## config.mk

```make
export PLATFORM = sky130hd
export DESIGN_NAME = pixel_seq_ctrl_flat
export DESIGN_NICKNAME = d
export VERILOG_FILES = /design/src/rtl/img_pkg.sv /design/src/rtl/pixel_seq_ctrl_if.sv /design/src/rtl/pixel_addr_gen.sv /design/src/rtl/pixel_seq_ctrl.sv /design/src/flat_wrapper.sv
export SDC_FILE = /design/constraint.sdc
export NUM_CORES = 1
export LEC_CHECK = 0
export ABC_CLOCK_PERIOD_IN_PS = 3000
export CAP_MARGIN = 20
export CORE_ASPECT_RATIO = 1.2
export CORE_MARGIN = 3
export CORE_UTILIZATION = 45
export DETAILED_ROUTE_END_ITERATION = 7
export GPL_TIMING_DRIVEN = 1
export PLACE_DENSITY = 0.68
export SKIP_LAST_GASP = 1
export SYNTH_ARGS = -nofsm -noshare
export SYNTH_HDL_FRONTEND = slang
export SYNTH_SLANG_ARGS = --single-unit
```

## constraint.sdc

```tcl
create_clock -name clk -period 3 [get_ports clk]
set_clock_uncertainty 0.2 [all_clocks]
set_input_delay 0.6 -clock clk [delete_from_list [all_inputs] [get_ports clk]]
set_output_delay 0.6 -clock clk [all_outputs]
set_load 0.1 [all_outputs]
```

## src/rtl/img_pkg.sv

```systemverilog
// Shared definitions for the image enhancement datapath: sequencer states,
// default frame geometry and the BMP header size used by the writer.
package img_pkg;

    typedef enum logic [1:0] {
        ST_IDLE  = 2'd0,
        ST_RUN   = 2'd1,
        ST_DRAIN = 2'd2,
        ST_DONE  = 2'd3
    } seq_state_e;

    localparam int DEF_WIDTH      = 400;
    localparam int DEF_HEIGHT     = 300;
    localparam int DEF_ADDR_W     = 17;
    localparam int bmp_headersize = 54;

    function automatic int frame_total(input int w, input int h);
        return w * h;
    endfunction

endpackage

```

## src/rtl/pixel_seq_ctrl_if.sv

```systemverilog
// Frame-buffer read port plus the presented-pixel handshake towards the
// enhancement stage. The sequencer is the master.
interface pixel_seq_ctrl_if #(
    parameter int ADDR_W = 17
);
    logic              rd_en;
    logic [ADDR_W-1:0] rd_addr;
    logic              pix_valid;
    logic              pix_ready;
    logic [15:0]       pix_col;
    logic [15:0]       pix_row;
    logic              pix_eol;
    logic              pix_last;

    modport master (
        output rd_en, rd_addr, pix_valid, pix_col, pix_row, pix_eol, pix_last,
        input  pix_ready
    );

    modport slave (
        input  rd_en, rd_addr, pix_valid, pix_col, pix_row, pix_eol, pix_last,
        output pix_ready
    );
endinterface

```

## src/rtl/pixel_addr_gen.sv

```systemverilog
// Raster address/column/row counters. clr rewinds to pixel 0, inc steps to
// the next pixel in raster order.
module pixel_addr_gen
    import img_pkg::*;
#(
    parameter int WIDTH  = DEF_WIDTH,
    parameter int HEIGHT = DEF_HEIGHT,
    parameter int ADDR_W = DEF_ADDR_W
) (
    input  logic              clk,
    input  logic              reset,
    input  logic              clr,
    input  logic              inc,
    output logic [ADDR_W-1:0] addr,
    output logic [15:0]       col,
    output logic [15:0]       row,
    output logic              at_eol,
    output logic              at_last
);
    localparam int TOTAL = frame_total(WIDTH, HEIGHT);

    logic [ADDR_W-1:0] addr_r;
    logic [15:0]       col_r;
    logic [15:0]       row_r;

    assign addr    = addr_r;
    assign col     = col_r;
    assign row     = row_r;
    assign at_eol  = (col_r == 16'(WIDTH - 1));
    assign at_last = (addr_r == ADDR_W'(TOTAL - 1));

    // Raster counters; the step after the last pixel rewinds to 0.
    always_ff @(posedge clk or negedge reset) begin
        if (!reset) begin
            addr_r <= {ADDR_W{1'b0}};
            col_r  <= 16'd0;
            row_r  <= 16'd0;
        end else if (clr) begin
            addr_r <= {ADDR_W{1'b0}};
            col_r  <= 16'd0;
            row_r  <= 16'd0;
        end else if (inc) begin
            if (at_last) begin
                addr_r <= {ADDR_W{1'b0}};
                col_r  <= 16'd0;
                row_r  <= 16'd0;
            end else if (at_eol) begin
                addr_r <= addr_r + ADDR_W'(1);
                col_r  <= 16'd0;
                row_r  <= row_r + 16'd1;
            end else begin
                addr_r <= addr_r + ADDR_W'(1);
                col_r  <= col_r + 16'd1;
                row_r  <= row_r;
            end
        end else begin
            addr_r <= addr_r;
            col_r  <= col_r;
            row_r  <= row_r;
        end
    end
endmodule

```

## src/rtl/pixel_seq_ctrl.sv

```systemverilog
// Frame sequencer: walks the frame buffer once per start in raster order and
// presents each returned pixel with position flags over a valid/ready port.
module pixel_seq_ctrl
    import img_pkg::*;
#(
    parameter int WIDTH  = DEF_WIDTH,
    parameter int HEIGHT = DEF_HEIGHT,
    parameter int ADDR_W = DEF_ADDR_W
) (
    input  logic                    clk,
    input  logic                    reset,
    input  logic                    start,
    input  logic                    abort,
    pixel_seq_ctrl_if.master        pix,
    output logic                    busy,
    output logic                    done,
    output logic [31:0]             data_count
);
    seq_state_e        state_r;
    logic              busy_r;
    logic              done_r;
    logic [31:0]       count_r;
    logic              pix_valid_r;
    logic [15:0]       col_r;
    logic [15:0]       row_r;
    logic              eol_r;
    logic              last_r;
    logic [ADDR_W-1:0] last_addr_r;

    logic [ADDR_W-1:0] gen_addr_s;
    logic [15:0]       gen_col_s;
    logic [15:0]       gen_row_s;
    logic              gen_eol_s;
    logic              gen_last_s;
    logic              rd_en_s;
    logic              start_go_s;
    logic              accept_s;

    assign rd_en_s    = (state_r == ST_RUN) && (!pix_valid_r || pix.pix_ready) && !abort;
    assign start_go_s = start && !abort && ((state_r == ST_IDLE) || (state_r == ST_DONE));
    // Counted even when abort masks pix_valid, so a cancelled last accept still shows.
    assign accept_s   = pix_valid_r && pix.pix_ready;

    pixel_addr_gen #(
        .WIDTH  (WIDTH),
        .HEIGHT (HEIGHT),
        .ADDR_W (ADDR_W)
    ) u_issue_gen (
        .clk     (clk),
        .reset   (reset),
        .clr     (start_go_s),
        .inc     (rd_en_s),
        .addr    (gen_addr_s),
        .col     (gen_col_s),
        .row     (gen_row_s),
        .at_eol  (gen_eol_s),
        .at_last (gen_last_s)
    );

    assign pix.rd_en     = rd_en_s;
    assign pix.rd_addr   = rd_en_s ? gen_addr_s : last_addr_r;
    assign pix.pix_valid = pix_valid_r && !abort;
    assign pix.pix_col   = col_r;
    assign pix.pix_row   = row_r;
    assign pix.pix_eol   = eol_r;
    assign pix.pix_last  = last_r;
    assign busy          = busy_r;
    assign done          = done_r;
    assign data_count    = count_r;

    // Frame state machine with registered busy/done.
    always_ff @(posedge clk or negedge reset) begin
        if (!reset) begin
            state_r <= ST_IDLE;
            busy_r  <= 1'b0;
            done_r  <= 1'b0;
        end else if (abort) begin
            state_r <= ST_IDLE;
            busy_r  <= 1'b0;
            done_r  <= 1'b0;
        end else begin
            case (state_r)
                ST_IDLE: begin
                    if (start) begin
                        state_r <= ST_RUN;
                        busy_r  <= 1'b1;
                    end
                end
                ST_RUN: begin
                    if (rd_en_s && gen_last_s) begin
                        state_r <= ST_DRAIN;
                    end
                end
                ST_DRAIN: begin
                    if (accept_s && last_r) begin
                        state_r <= ST_DONE;
                        busy_r  <= 1'b0;
                        done_r  <= 1'b1;
                    end
                end
                ST_DONE: begin
                    if (start) begin
                        state_r <= ST_RUN;
                        busy_r  <= 1'b1;
                        done_r  <= 1'b0;
                    end
                end
                default: begin
                    state_r <= ST_IDLE;
                    busy_r  <= 1'b0;
                    done_r  <= 1'b0;
                end
            endcase
        end
    end

    // One-entry output stage: flags follow the address issued alongside the read.
    always_ff @(posedge clk or negedge reset) begin
        if (!reset) begin
            pix_valid_r <= 1'b0;
            col_r       <= 16'd0;
            row_r       <= 16'd0;
            eol_r       <= 1'b0;
            last_r      <= 1'b0;
            last_addr_r <= {ADDR_W{1'b0}};
            count_r     <= 32'd0;
        end else begin
            if (abort) begin
                pix_valid_r <= 1'b0;
            end else begin
                pix_valid_r <= rd_en_s || (pix_valid_r && !pix.pix_ready);
            end
            if (rd_en_s) begin
                col_r       <= gen_col_s;
                row_r       <= gen_row_s;
                eol_r       <= gen_eol_s;
                last_r      <= gen_last_s;
                last_addr_r <= gen_addr_s;
            end
            if (start_go_s) begin
                count_r <= 32'd0;
            end else if (accept_s) begin
                count_r <= count_r + 32'd1;
            end
        end
    end
endmodule
```

## src/flat_wrapper.sv

```systemverilog
// flat-port wrapper written by rule: the top's interface ports become plain ports
module pixel_seq_ctrl_flat import img_pkg::*;
#(
    parameter int WIDTH  = DEF_WIDTH,
    parameter int HEIGHT = DEF_HEIGHT,
    parameter int ADDR_W = DEF_ADDR_W
)
  (clk, reset, start, abort, busy, done, data_count, pix_rd_en, pix_rd_addr, pix_pix_valid, pix_pix_col, pix_pix_row, pix_pix_eol, pix_pix_last, pix_pix_ready);
  pixel_seq_ctrl_if #(.ADDR_W(ADDR_W)) pix_i ();
  input  logic clk;
  input  logic reset;
  input  logic start;
  input  logic abort;
  output logic busy;
  output logic done;
  output logic [31:0] data_count;
  output wire logic [$bits(pix_i.rd_en)-1:0] pix_rd_en;
  output wire logic [$bits(pix_i.rd_addr)-1:0] pix_rd_addr;
  output wire logic [$bits(pix_i.pix_valid)-1:0] pix_pix_valid;
  output wire logic [$bits(pix_i.pix_col)-1:0] pix_pix_col;
  output wire logic [$bits(pix_i.pix_row)-1:0] pix_pix_row;
  output wire logic [$bits(pix_i.pix_eol)-1:0] pix_pix_eol;
  output wire logic [$bits(pix_i.pix_last)-1:0] pix_pix_last;
  input wire logic [$bits(pix_i.pix_ready)-1:0] pix_pix_ready;
  assign pix_rd_en = pix_i.rd_en;
  assign pix_rd_addr = pix_i.rd_addr;
  assign pix_pix_valid = pix_i.pix_valid;
  assign pix_pix_col = pix_i.pix_col;
  assign pix_pix_row = pix_i.pix_row;
  assign pix_pix_eol = pix_i.pix_eol;
  assign pix_pix_last = pix_i.pix_last;
  assign pix_i.pix_ready = pix_pix_ready;
  pixel_seq_ctrl #(.WIDTH(WIDTH), .HEIGHT(HEIGHT), .ADDR_W(ADDR_W)) u_core (.clk(clk), .reset(reset), .start(start), .abort(abort), .pix(pix_i), .busy(busy), .done(done), .data_count(data_count));
endmodule
```

* After elaboration in Yosys (flattened, before gate mapping)
Index checks and enable logic that the tools add are counted.
** Cells by class
- Add/subtract/negate cells :: 4
- Multipliers :: 0
- Div/mod/pow operators :: 0
- Magnitude comparators :: 0
- Equality and inequality tests :: 9
- Shift operators :: 0
- Multiplexer cells :: 28
- Bitwise gates (word level) :: 0
- Reduce and logical (&&, ||, !) cells :: 26
** Operators by type and width (number)
- 2-to-1 mux 16 bit :: 8
- 2-to-1 mux 17 bit :: 4
- 2-to-1 mux 32 bit :: 2
- adder 16 x 1 -> 16 bit (second input constant) :: 2
- adder 32 x 1 -> 32 bit (second input constant) :: 1
- adder 17 x 1 -> 17 bit (second input constant) :: 1
- == test 17 bit (second input constant) :: 1
- == test 16 x 9 -> 1 bit (second input constant) :: 1
- logical AND 1 bit :: 9
- AND reduction 3 bit :: 3
- nonzero test 3 bit :: 3
- 2-to-1 mux 2 bit :: 4
- 2-to-1 mux 1 bit :: 7
- != test 3 bit (second input constant) :: 2
- one-hot mux 2 bit (3 select lines) :: 1
- == test 2 bit (second input constant) :: 2
- one-hot mux 1 bit (2 select lines) :: 2
- nonzero test 2 bit :: 2
- zero test 1 bit :: 3
- logical OR 1 bit :: 3
- != test 3 x 1 -> 1 bit (second input constant) :: 1
- != test 3 x 2 -> 1 bit (second input constant) :: 1
- == test 2 x 1 -> 1 bit (second input constant) :: 1
- zero test 2 bit :: 1
- 2 further kinds :: 2
** Storage, ports and cells
- Register bits after elaboration :: 137
- Bits in latches :: 0
- Memory bits (writable) :: 0
- Bits in read-only memories :: 0
- Input bits :: 5
- Output and inout port bits :: 87
- Logic and storage cells :: 80
- Memories kept :: 0

* Longest topological paths before layout
Gate-level depths: netlist (run 1).
- Word-level depth :: 8
- Gate-level depth with buffers :: 9

* Hierarchy
Synthesis (run 1) repeated with hierarchy kept, for this count alone.
** Unflattened totals
- Cell total of the unflattened synthesis :: 671
- Area, all modules :: 7193.1 µm²
** Modules (own cells, without submodules)
- pixel_seq_ctrl :: instances 1, cells each 334, area an instance 4204.0 µm², sequential area each 2202.1 µm²
- pixel_addr_gen :: instances 1, cells each 337, area an instance 2989.1 µm², sequential area each 1226.2 µm²

* Worst setup path after synthesis (run 1)
No wires, ideal clock.
- Kind :: flip-flop to output port
- From :: register u_core.state_r[1]
- To :: output port pix_rd_addr[12]
- Arrival :: 3402 ps
- Data required time :: 2200 ps
- Slack :: -1202 ps
- Cell stages (with the launch flop) :: 7
- Path buffers :: 1
- Cell sequence :: dfrtp_1 inv_1 ha_1 nor2b_1 nand2_1 clkbuf_1 o21ai_0
** On the way
- Word-level cells in the longest chain between the ends :: 4
** Ends and longest elaborated chain
- start: declaration :: RTL line pixel_seq_ctrl.sv:19 : seq_state_e state_r;
- start signal: assignment :: RTL line pixel_seq_ctrl.sv:74 : state_r <= ST_IDLE;
- start signal: assignment :: RTL line pixel_seq_ctrl.sv:78 : state_r <= ST_IDLE;
- start signal: assignment :: RTL line pixel_seq_ctrl.sv:85 : state_r <= ST_RUN;
- == test 2 x 1 -> 1 bit :: RTL line pixel_seq_ctrl.sv:39 : assign rd_en_s = (state_r == ST_RUN) && (!pix_valid_r || pix.pix_ready) && !abort;
- logical AND 1 bit (2 in a row) :: RTL line pixel_seq_ctrl.sv:39
- 2-to-1 mux 17 bit
- end: declaration :: RTL line flat_wrapper.sv:18 : output wire logic [$bits(pix_i.rd_addr)-1:0] pix_rd_addr;
No other way between the ends.

* Final worst setup path (run 1)
Ends and elaborated chain as after synthesis.

==> results of run 1 <==
[registers in the layout (all words and copies together), names as in the netlist]
| signal | count |
|---|---|
| u_core.pix.pix_eol | 1 |
| u_core.pix.pix_col | 16 |
| u_core.last_addr_r | 17 |
| u_core.data_count | 32 |
| u_core.state_r | 2 |
| u_core.pix_valid_r | 1 |
| u_core.u_issue_gen.addr | 17 |
| u_core.pix.pix_row | 16 |
| u_core.done | 1 |
| u_core.u_issue_gen.row | 16 |
| u_core.pix.pix_last | 1 |
| u_core.u_issue_gen.col | 16 |
| u_core.busy | 1 |
[final cells by class]
class,count,area [sq um]
repair buffers,114,1146
multi-input cells,527,3044
inverters,17,68.82
fillers,1235,5879
well taps,175,219.0
clock inverters,13,175.2
flip-flops and latches,137,3428
clock buffers,19,452.9
[cell families (layout without fill, tap and decap cells)]
family | Yosys count | in the layout | synth area share
DFF | 137 | 137 | 0.5167
xor gates and xnor gates | 56 | 56 | 0.07392
muxes | 3 | 3 | 0.004903
and+or+nand+nor | 390 | 390 | 0.2868
buffers and inverters | 51 | 163 | 0.03262
adders and majority gates | 8 | 8 | 0.01509
AOI/OAI and AO/OA | 70 | 70 | 0.06996
[cell usage after synthesis, types with 2 or more instances]
library cell and instances:
nand2_1 179, dfrtp_1 137, nor2_1 69, xnor2_1 50, nand3_1 31, o21ai_0 21
nor3_1 18, nor4_1 18, inv_1 16, clkbuf_1 15, nand4_1 15, a21oi_1 14
and4_1 10, and3_1 9, a31oi_1 8, buf_1 8, ha_1 8, buf_2 7
or3_1 6, xor2_1 6, nor4b_1 5, a22o_1 4, a31o_2 4, nor2b_1 4
nor3b_1 4, a41oi_1 3, and2_1 3, nor4_4 3, a211oi_2 2, a21o_1 2
buf_4 2, mux2_2 2, nand2b_1 2, o21a_1 2, or2_2 2
[layer usage]
| metal | global-route usage | share of wire | up-vias |
|---|---|---|---|
| met4 | 0.08092 | 0.023 | 0 |
| met1 | 0.2708 | 0.44 | 2663 |
| met3 | 0.04627 | 0.043 | 31 |
| li1 | - | - | 2638 |
| met5 | 0 | 0 | - |
| met2 | 0.3350 | 0.50 | 150 |
[through the flow]
stage          worst slack (ns)  total power [mW]
3_5_place_dp            0.06405             3.523
3_3_place_gp             0.1105             3.483
6_report                 0.1085             5.707
5_1_grt               -0.001426             5.980
2_1_floorplan           0.07213             3.030
4_1_cts                 0.01326             5.757
[report_power, final]
| part | internal [mW] | total (mW) | switching (mW) |
|---|---|---|---|
| combinational | 0.425 | 1.48 | 1.05 |
| clock | 1.42 | 2.20 | 0.780 |
| sequential | 1.94 | 2.02 | 0.0864 |
[how the worst min path moves through the flow]
stage	from	end	slack [ns]	depth (start not counted)
floorplan	reset	u_core.busy$_DFFE_PN0P_	0.10	0
global placement	u_core.pix.pix_row[1]$_DFFE_PN0P_	u_core.pix.pix_row[1]$_DFFE_PN0P_	0.26	2
detailed placement	u_core.pix.pix_eol$_DFFE_PN0P_	u_core.pix.pix_eol$_DFFE_PN0P_	0.26	2
CTS	reset	u_core.data_count[2]$_DFFE_PN0P_	0.02	1
global route	reset	u_core.pix.pix_row[2]$_DFFE_PN0P_	0.03	1
finish	reset	u_core.pix.pix_row[6]$_DFFE_PN0P_	0.001	1
[worst max-delay path, delay by kind of cell (launching register included)]
family	cells	cell delay [ns]
adder cells (fa/ha/maj)	1	0.24
buffers and inverters	3	0.48
AO/OA/AOI/OAI	1	0.19
AND/OR/NAND/NOR	2	0.34
flip-flops	1	0.41
[timing repair]
| item | CTS | global route |
|---|---|---|
| endpoints found under the setup margin | 16 | 17 |
| buffers inserted | 0 | 0 |
| gates resized for setup | 1 | 3 |
==> results.tsv, run 1 <==
stage	metric	value	unit
sta	fin_crit_sh	0.9638	
clock_tree	clk_latency	0.42	ns
place	dpl-instance-area	7895	sq um
cells_and_area	area_delta_synth_final	28.63	%
yosys	syn_inst	715	
place	gp_congestion	0.8590	
floorplan	fp.coreArea	14410	sq um
place	dp_cells	970	
power_and_ir_drop	peakVddDrop	0.0004242	V
critical_path	worstPathRequired	2.20	ns
yosys	yosysTopAreaCell	dfrtp_1	
sta	finalHoldViolCount	0	
grt	grt_pass1_vias	5420	
clock_tree	cts_buffers	17	
yosys	synthDominantCellAreaShare	0.5167	
sta	fin_hold_ws	0.001179	ns
sta	slew_headroom	0.5520	
status	status	finished, final reports clean	
grt	track_usage	0.2079	
yosys	syn_area_per_cell	9.280	sq um
critical_path	arrival	2.09	ns
yosys	yosysUniqueCellTypes	61	
clock_tree	cts_hold_buffers	0	
hold_path	hold_class	in -> async	
sta	worst_slew_pin_slew	0.6721	ns
clock_tree	path_clk_slew	0.06	ns
power_and_ir_drop	leakage	3.978	nW
drt	first_iter_violations	475	
yosys	syn-num-nets	728	
clock_tree	root_buffer	clkbuf_16	
floorplan	die_h	139.0	microns
cells_and_area	diodes	0	
cells_and_area	final_common_cell	nand2_1	
drt	vias	5482	
floorplan	dieWidth	116.8	microns
drt	ant_nets	0	
flow_run	cap_violations	0	
sta	fmax	345.8	MHz
critical_path	crit_path_cell_trace	inv_1 > ha_1 > nor2b_2 > nand2_2 > buf_6 > o21ai_2 > buf_12	
place	dp_hpwl	11240	microns
sta	fin_setup_tns	0	ns
critical_path	slowest_delay	0.41	ns
drt	avgRoutedWirePerCell	15.98	microns
critical_path	crit_slowest_cell	dfrtp_1	
yosys	netlist_area	6635	sq um
yosys	ys_ff_latch	137	
grt	grt_start_max_net_pins	72	
yosys	synth_edf_count	0	
yosys	ys_seq_area_frac	0.5167	
critical_path	rr_startpoint	u_core.state_r[1]$_DFFE_PN0P_	
grt	antenna_found_initial	0	
floorplan	start_util	0.4603	
floorplan	die-area	16240	sq um
critical_path	cp-endpoint	pix_rd_addr[12]	
drt	first_pass_iters	5	
critical_path	crit_path_start	u_core.state_r[1]$_DFFE_PN0P_	
yosys	ys.flop_type	dfrtp_1	
clock_tree	cts_sinks	137	
critical_path	crit_path_start_kind	flip-flop	
drt	route.detailed.drc	0	
place	port_buffers	91	
sta	drv_slew	0	
cells_and_area	final_core_util	0.5921	
critical_path	path_max_fanout	22	
clock_tree	clock_path_buffers	2	
clock_tree	tritoncts	built	
cells_and_area	final_area	8534	sq um
floorplan	io-pin-count	92	
yosys	yosysWarnings	0	
drt	avgViaCountPerCell	5.471	
yosys	ys_top_cells_by_area	dfrtp_1, nand2_1, xnor2_1, nor2_1, nand3_1	
clock_tree	htree_levels	4	
cells_and_area	nets	827	
cells_and_area	stdcell_count	1002	
cells_and_area	final_cell_mix	nand2_1, dfrtp_1, buf_4	
floorplan	placementRows	48	
critical_path	rr_worst_depth	9	
critical_path	ff2ff_setup_slack	0.60	ns
sta	fin_crit	2.892	ns
critical_path	critPathCaptureType	primary output	
cells_and_area	drive_gt1_frac	0.2261	
grt	grt_pass1_wl	27060	microns
drt	finalWirelength	16010	microns
power_and_ir_drop	p_per_area	668.8	nW/um^2
grt	overflow	0	
critical_path	r2r_end	u_core.u_issue_gen.row[10]$_DFFE_PN0P_	
yosys	synthArstFlopShare	1.000	
critical_path	crit_type	reg -> out	
sta	setup_viol	0	
(Power assumes the default switching activity.)
==> run 2: changes to the inputs <==
--- a/config.mk
+++ b/config.mk
@@ -5,12 +5,13 @@
 export SDC_FILE = /design/constraint.sdc
 export NUM_CORES = 1
 export LEC_CHECK = 0
-export ABC_CLOCK_PERIOD_IN_PS = 3000
+export ABC_CLOCK_PERIOD_IN_PS = 3100
 export CAP_MARGIN = 20
 export CORE_ASPECT_RATIO = 1.2
 export CORE_MARGIN = 3
 export CORE_UTILIZATION = 45
 export DETAILED_ROUTE_END_ITERATION = 7
+export GPL_ROUTABILITY_DRIVEN = 0
 export GPL_TIMING_DRIVEN = 1
 export PLACE_DENSITY = 0.68
 export SKIP_LAST_GASP = 1
==> constraint.sdc (replaced) <==
create_clock -name clk -period 3.1 [get_ports clk]
set_clock_uncertainty 0.2 [all_clocks]
set_input_delay 0.62 -clock clk [delete_from_list [all_inputs] [get_ports clk]]
set_output_delay 0.62 -clock clk [all_outputs]
set_load 0.1 [all_outputs]
==> run 2 against run 1 <==
Setup slack gained 0.072 ns; largest cell class unchanged; register-to-register slack got worse by 0.05 ns; total power fell by 6.6%; highest routed layer unchanged; cell area is 0.84% lower; critical path depth is the same; non-clock buffer count is the same; clock power down 9.5%; sequential share of layout area up 0.34 points; critical path type is now in -> out; cell count unchanged.
==> results.tsv, run 2 (same netlist as run 1, synthesis figures left out) <==
stage	metric	value	unit	change
critical_path	cp-endpoint	pix_rd_addr[2]		
sta	fin_setup_tns	0	ns	unchanged
place	dp_slack	0.1775	ns	+0.1134 ns
critical_path	worstPathRequired	2.28	ns	+0.08 ns
cells_and_area	final_cell_mix	nand2_1, dfrtp_1, buf_4		
cells_and_area	final_common_cell	nand2_1		
clock_tree	path_clk_slew	0.06	ns	about the same
sta	fmax	342.6	MHz	
cells_and_area	final_core_util	0.5872		-0.004948
cells_and_area	largest_register_ff_count	32		unchanged
critical_path	arrival	2.10	ns	about the same
place	dpl-instance-area	7879	sq um	-0.21%
critical_path	rr_worst_depth	10		+1
drt	route.detailed.drc	0		unchanged
clock_tree	cts_buffers	17		unchanged
sta	fin_crit	2.919	ns	
floorplan	fp.coreArea	14410	sq um	unchanged
grt	grt_pass1_vias	5679		+4.8%
floorplan	dieWidth	116.8	microns	unchanged
cells_and_area	drive_gt1_frac	0.2225		-0.003628
place	dp_cells	970		unchanged
clock_tree	tritoncts	built		
drt	vias	5562		+1.5%
floorplan	io-pin-count	92		unchanged
cells_and_area	nets	827		unchanged
power_and_ir_drop	peakVddDrop	0.0003586	V	-15%
drt	avgRoutedWirePerCell	16.03	microns	+0.34%
grt	track_usage	0.2053		-0.002622
grt	antenna_found_initial	0		unchanged
floorplan	die-area	16240	sq um	unchanged
critical_path	crit_type	in -> out		
cells_and_area	diodes	0		unchanged
clock_tree	clock_path_buffers	2		unchanged
cells_and_area	stdcell_count	1002		unchanged
clock_tree	htree_levels	4		unchanged
status	status	finished, final reports clean		
grt	overflow	0		unchanged
cells_and_area	fillers	1249		+1.1%
drt	first_iter_violations	335		-29%
critical_path	crit_path_start	pix_pix_ready		
critical_path	crit_path_start_kind	primary input		
grt	grt_start_max_net_pins	47		-35%
critical_path	r2r_end	u_core.u_issue_gen.col[8]$_DFFE_PN0P_		
cells_and_area	area_delta_synth_final	27.55	%	
power_and_ir_drop	leakage	3.946	nW	-0.81%
power_and_ir_drop	p_per_area	630.1	nW/um^2	-5.8%
place	port_buffers	91		unchanged
sta	finalHoldViolCount	0		unchanged
sta	rsz0062_at_grt	no		
clock_tree	cts_sinks	137		unchanged
sta	worst_slew_pin_slew	0.6093	ns	-0.06276 ns
drt	finalWirelength	16070	microns	+0.34%
floorplan	die_h	139.0	microns	unchanged
sta	setup_viol	0		unchanged
drt	avgViaCountPerCell	5.551		+1.5%
clock_tree	post_cts_buffers	0		unchanged
clock_tree	root_buffer	clkbuf_16		
sta	slew_headroom	0.5938		+0.04184
clock_tree	clk_latency	0.43	ns	about the same
grt	grt_pass1_wl	26840	microns	-0.81%
clock_tree	cts_resized	0		-1
clock_tree	cts_hold_buffers	0		unchanged
flow_run	cap_violations	0		unchanged
power_and_ir_drop	finalPower	5.332	mW	-6.6%
sta	fin_ws	0.1807	ns	+0.07223 ns
drt	ant_nets	0		unchanged
sta	drv_slew	0		unchanged
sta	fin_crit_sh	0.9417		
critical_path	ff2ff_setup_slack	0.55	ns	-0.05 ns
drt	first_pass_iters	5		unchanged
critical_path	critPathCaptureType	primary output		
place	dp_hpwl	11460	microns	+2.0%
sta	fin_hold_ws	0.007567	ns	+0.006388 ns
cells_and_area	final_area	8463	sq um	-0.84%
floorplan	placementRows	48		unchanged
critical_path	rr_startpoint	u_core.state_r[1]$_DFFE_PN0P_		
hold_path	hold_class	in -> async		
floorplan	start_util	0.4603		unchanged
critical_path	path_max_fanout	19		-14%
[run 2: changes by cell type in the layout (fill, tap and decap cells not counted), sizes merged]
cell,before,now
clkinv,5,6
clkbuf,19,21
inv,17,16
bufinv,4,2
[run 2: area by class of cell]
type / count / area [sq um] / area share
multi-input combinational: 527 / 3042 / 0.3594
timing repair buffer: 114 / 1126 / 0.1331
sequential: 137 / 3428 / 0.4051
inverter: 17 / 65.06 / 0.007688
tap: 175 / 219.0 / 0.02587
clock buffer: 21 / 460.4 / 0.05441
clock inverter: 11 / 122.6 / 0.01449
[run 2: worst min-delay path by stage]
| stage | endpoint | slack [ns] |
|---|---|---|
| 3_3_place_gp | u_core.pix.pix_row[1]$_DFFE_PN0P_ | 0.26 |
| 3_5_place_dp | u_core.pix.pix_col[1]$_DFFE_PN0P_ | 0.26 |
| 2_1_floorplan | u_core.busy$_DFFE_PN0P_ | 0.12 |
| 6_report | u_core.data_count[8]$_DFFE_PN0P_ | 0.008 |
| 4_1_cts | u_core.u_issue_gen.row[6]$_DFFE_PN0P_ | 0.02 |
| 5_1_grt | u_core.data_count[8]$_DFFE_PN0P_ | 0.05 |
[run 2: power breakdown]
group	internal (mW)	total, mW	switching (mW)
sequential	1.87	1.95	0.0797
clock	1.22	1.99	0.766
combinational	0.384	1.39	1.01
total	3.48	5.33	1.85
[run 2: worst max-delay path, cell delays in order]
cell	delay [ns]
clkdlybuf4s50_1	0.47
nand2b_1	0.21
nand2_2	0.10
clkinv_2	0.25
nand2_1	0.18
nand2_2	0.09
buf_12	0.17
[run 2: layer usage]
metal,GRT usage,vias to the layer above,part of all wire
met3,0.05238,36,0.047
met1,0.2521,2728,0.43
li1,-,2644,-
met5,0,-,0
met4,0.08454,0,0.024
met2,0.3401,154,0.50
